--- src/rtl/vga_sram_arbiter.sv ---
// vga_sram_arbiter: shares one single-port SRAM between the VGA word fetcher and the CPU data bus
// Ports:
//   clk, nrst                      system clock, asynchronous active-low reset
//   vga_blank                      display blanking; CPU takes precedence while high
//   vga_req/addr, vga_ack/rdata    VGA read requester: level request, one-cycle ack, registered data
//   cpu_req/wen/addr/wdata/sel     CPU read/write requester: level request, stable until ack
//   cpu_ack/rdata                  CPU one-cycle completion pulse and registered read data
//   sram_read/write                one-cycle SRAM strobes
//   sram_addr/wdata/sel            SRAM address, write data, byte enables (held for the whole access)
//   sram_rdata                     SRAM read data, valid SRAM_LAT cycles after the read strobe
//   cpu_starve                     high while the CPU starvation counter is saturated
module vga_sram_arbiter #(
    parameter int ADDR_W       = 32,
    parameter int DATA_W       = 32,
    parameter int SRAM_LAT     = 2,
    parameter int CPU_MAX_WAIT = 8
) (
    input  logic              clk,
    input  logic              nrst,
    input  logic              vga_blank,
    input  logic              vga_req,
    input  logic [ADDR_W-1:0] vga_addr,
    output logic              vga_ack,
    output logic [DATA_W-1:0] vga_rdata,
    input  logic              cpu_req,
    input  logic              cpu_wen,
    input  logic [ADDR_W-1:0] cpu_addr,
    input  logic [DATA_W-1:0] cpu_wdata,
    input  logic [3:0]        cpu_sel,
    output logic              cpu_ack,
    output logic [DATA_W-1:0] cpu_rdata,
    output logic              sram_read,
    output logic              sram_write,
    output logic [ADDR_W-1:0] sram_addr,
    output logic [DATA_W-1:0] sram_wdata,
    output logic [3:0]        sram_sel,
    input  logic [DATA_W-1:0] sram_rdata,
    output logic              cpu_starve
);
    typedef enum logic [1:0] {IDLE, ISSUE, WAIT, DONE} state_t;
    localparam logic [7:0] MAX_WAIT = 8'(CPU_MAX_WAIT);
    state_t      state;
    logic        grant_cpu;
    logic        wen;
    logic [3:0]  lat_cnt;
    logic [7:0]  starve_cnt;
    logic        cpu_wins;
    assign cpu_wins = cpu_req && (!vga_req || vga_blank || starve_cnt == MAX_WAIT);
    always_ff @(posedge clk or negedge nrst) begin
        if (!nrst) begin
            state      <= IDLE;
            grant_cpu  <= 1'b0;
            wen        <= 1'b0;
            lat_cnt    <= '0;
            starve_cnt <= '0;
            cpu_starve <= 1'b0;
            vga_ack    <= 1'b0;
            cpu_ack    <= 1'b0;
            vga_rdata  <= '0;
            cpu_rdata  <= '0;
            sram_read  <= 1'b0;
            sram_write <= 1'b0;
            sram_addr  <= '0;
            sram_wdata <= '0;
            sram_sel   <= '0;
        end else begin
            vga_ack    <= 1'b0;
            cpu_ack    <= 1'b0;
            sram_read  <= 1'b0;
            sram_write <= 1'b0;
            case (state)
                IDLE: begin
                    if (cpu_wins) begin
                        grant_cpu  <= 1'b1;
                        wen        <= cpu_wen;
                        sram_addr  <= cpu_addr;
                        sram_wdata <= cpu_wdata;
                        sram_sel   <= cpu_sel;
                        sram_read  <= !cpu_wen;
                        sram_write <= cpu_wen;
                        starve_cnt <= '0;
                        cpu_starve <= 1'b0;
                        state      <= ISSUE;
                    end else if (vga_req) begin
                        grant_cpu  <= 1'b0;
                        wen        <= 1'b0;
                        sram_addr  <= vga_addr;
                        sram_wdata <= '0;
                        sram_sel   <= 4'hF;
                        sram_read  <= 1'b1;
                        state      <= ISSUE;
                        // A losing CPU here implies the counter is below its limit, so this saturates.
                        if (cpu_req) begin
                            starve_cnt <= starve_cnt + 8'd1;
                            cpu_starve <= (starve_cnt + 8'd1 == MAX_WAIT);
                        end
                    end
                end
                ISSUE: begin
                    if (wen) begin
                        cpu_ack <= 1'b1;
                        state   <= DONE;
                    end else begin
                        lat_cnt <= 4'(SRAM_LAT - 1);
                        state   <= WAIT;
                    end
                end
                WAIT: begin
                    if (lat_cnt == 4'd0) begin
                        if (grant_cpu) cpu_rdata <= sram_rdata;
                        else vga_rdata <= sram_rdata;
                        cpu_ack <= grant_cpu;
                        vga_ack <= !grant_cpu;
                        state   <= DONE;
                    end else begin
                        lat_cnt <= lat_cnt - 4'd1;
                    end
                end
                DONE: state <= IDLE;
                default: state <= IDLE;
            endcase
        end
    end
endmodule

--- config.mk ---
export PLATFORM = sky130hd
export DESIGN_NAME = vga_sram_arbiter
export DESIGN_NICKNAME = d
export VERILOG_FILES = /design/src/rtl/vga_sram_arbiter.sv
export SDC_FILE = /design/constraint.sdc
export NUM_CORES = 1
export LEC_CHECK = 0
export BUFFER_PORTS_ARGS = -buffer_cell sky130_fd_sc_hd__buf_2
export CAP_MARGIN = 20
export CORE_AREA = 2 2 98 171
export DETAILED_ROUTE_END_ITERATION = 16
export DIE_AREA = 0 0 100 173
export PLACE_DENSITY = 0.78
export RECOVER_POWER = 100
export SETUP_SLACK_MARGIN = 0.5
export SYNTH_ARGS = -nofsm -noshare
export SYNTH_HDL_FRONTEND = slang
export SYNTH_SLANG_ARGS = --single-unit
--- constraint.sdc ---
create_clock -name clk -period 2.85 [get_ports clk]
set_clock_uncertainty 0.15 [all_clocks]
set_input_delay 0.285 -clock clk [delete_from_list [all_inputs] [get_ports clk]]
set_output_delay 0.285 -clock clk [all_outputs]
set_load 0.1 [all_outputs]
==> metrics.txt <==
relative slew slack ~5.7%; vias per inst 5.246; initial antenna violation count 1; top_reg_cell synth dfrtp_1; total I/O pin count between 200 and 300; Slew @ Worst Pin 1.414 ns; CTS Sinks ~150; port bufs 274; row count between 60 and 70; final period utilization 83.42%; first-pass GRT wire length between 30000 and 40000 um; Critical Path AT around 2.5 ns; GRT Residual Overflow 0; share of cells above drive strength 1 27.16%; DRT antenna net count 0; asr flop ratio synth between 90% and 100%; YS warnings 0; Final Hold Fails 0; Synth Instances 513; number of setup violations in the final report 0; CTS tree built; setup_tns 0 ns; CP endpoint kind flop; Vias around 5800; critical path required time between 2 and 3 ns; dpl hpwl about 11000 um; FMAX between 400 and 500 MHz; Die Ht between 150 and 200 um; top-count cell post-synth dfrtp_1; vias in the first global route about 6200; hold slack ~0.021 ns; Area Growth Syn to Fin 49.28%; # DRC 0; clk root buf clkbuf_16; Synth Cell Area about 6300 um^2; largest area contributor in the netlist dfrtp_1; Pre-Repair DR Iteration Count 4; largest net degree at the start of global routing approximately 60; GRT Util Overall a little over a fifth; number of flops mapped to enable cells by yosys 0; critical path class flop to flop; Util after Layout about three fifths; post-CTS setup buffers 0; Final min period between 2 and 2.5 ns; top cells by count, synth dfrtp_1 (153), a21oi_1 (72), mux2_2 (65); DRT iter0 DRCs roughly 230; post-route insts no fill 1102; run status finished, final reports clean; Die Width around 100 um; global placement routability congestion approximately 0.85; Clock Latency Late Sink just over 0.4 ns; Routed wire per std cell around 17 um; Clock Path Buffers 2; min-delay worst type input pin to flop; Num CTS Buffers 17; top cell type's share of synthesized area roughly three fifths; post-synth cell types 42; H-tree Lvls 4; Antenna Diode Count 0; FF+latch count, synth roughly 150; ranking of synthesized cells by area dfrtp_1 (61%), mux2_2 (12%), a21oi_1 (5.8%), a22o_1 (5.2%), nand2_1 (2.6%); Starting Density approximately 39%; final wirelength roughly 19000 um; RSZ-0062 raised after global routing no; Core Area between 15000 and 20000 um^2; critical path peak fanout 32; clock-pin slew on the worst setup and hold paths about 0.06 ns; Maximum Capacitance Violations 0; nets@finish about 1000; CP startpoint kind flop; max-slew violations 0; register area share after synthesis between 60% and 70%; Die ar. approximately 17000 um^2; dpl cells ~960; syn_area_per_cell 12.20 um^2; Syn Nets 658
[what timing repair did]
item                       CTS  global route
setup endpoints to repair    0            32
resized for setup            0             1
hold endpoints to repair   185             0
hold buffers               111             0
[cells in the final DEF, fill, tap and decap left out, drive strengths merged, types with 6 or more instances in the layout]
master / netlist / routed
a21oi: 72 / 72
a22o: 37 / 37
buf: 20 / 146
clkbuf: 9 / 158
dfrtp: 153 / 153
dlygate4sd3: 0 / 111
ha: 7 / 7
inv: 8 / 14
mux2: 66 / 66
nand2: 43 / 43
nand3: 6 / 6
nor2: 41 / 41
o21ai: 12 / 12
[stage by stage]
step                      worst slack, ns  cell area, um^2
after floorplan                    0.7870             6259
after global placement             0.6337             7828
after detailed placement           0.5709             7828
after CTS                          0.5534             9540
after global routing               0.2761             9343
final                              0.4724             9343
[metal layers]
metal | track usage [%] | wire (um)
met1 | 23.45 | 7009
met2 | 39.02 | 9783
met3 | 4.972 | 1143
met4 | 11.59 | 846
met5 | 0 | 11
[critical path, cell delays in order (launching register included)]
cell and delay [ns]:
dfrtp_1 0.39, inv_1 0.09, ha_1 0.20, and4bb_1 0.25
a21oi_1 0.36, nor2_2 0.07, clkbuf_2 0.41, a22o_1 0.33
[cell families after synthesis]
logic type               after synthesis  synth area share [%]
flip-flops                           153                 61.18
AO/OA/AOI/OAI                        138                 14.17
AND/OR/NAND/NOR                      112                 8.237
multiplexers                          66                 11.88
buffers and inverters                 37                 3.139
adder cells (fa/ha/maj)                7                 1.399
[sequential cells by signal, indices dropped and copies added, names as in the netlist, 2 cells and up]
signal	count
cpu_rdata	32
sram_addr	32
sram_wdata	32
vga_rdata	32
starve_cnt	8
lat_cnt	4
sram_sel	4
state	2
[layout make-up]
type	count	area [um^2]
clock buffer	18	439.2
clock inverter	14	162.7
fill	1325	6533
inverter	8	30.03
multi-input combinational	323	2235
sequential	153	3829
tap	189	236.5
timing repair buffer	397	2411
[final timing paths]
check / from / to / slack [ns] / depth (start not counted)
worst max register to register: starve_cnt[0] / sram_wdata[6] / 0.47 / 7
max in group asynchronous: nrst / cpu_starve / 0.87 / 3
worst min register to register: cpu_rdata[17] / cpu_rdata[17] / 0.35 / 1
worst max-delay path: starve_cnt[0] / sram_wdata[6] / 0.47 / 7
worst min-delay path: cpu_addr[21] / sram_addr[21] / 0.02 / 3
min in group asynchronous: nrst / vga_rdata[27] / 0.61 / 2
Power is left out: the tool's default activity adds up to more than one toggle a clock period on the data nets, which glitch-free logic cannot reach.
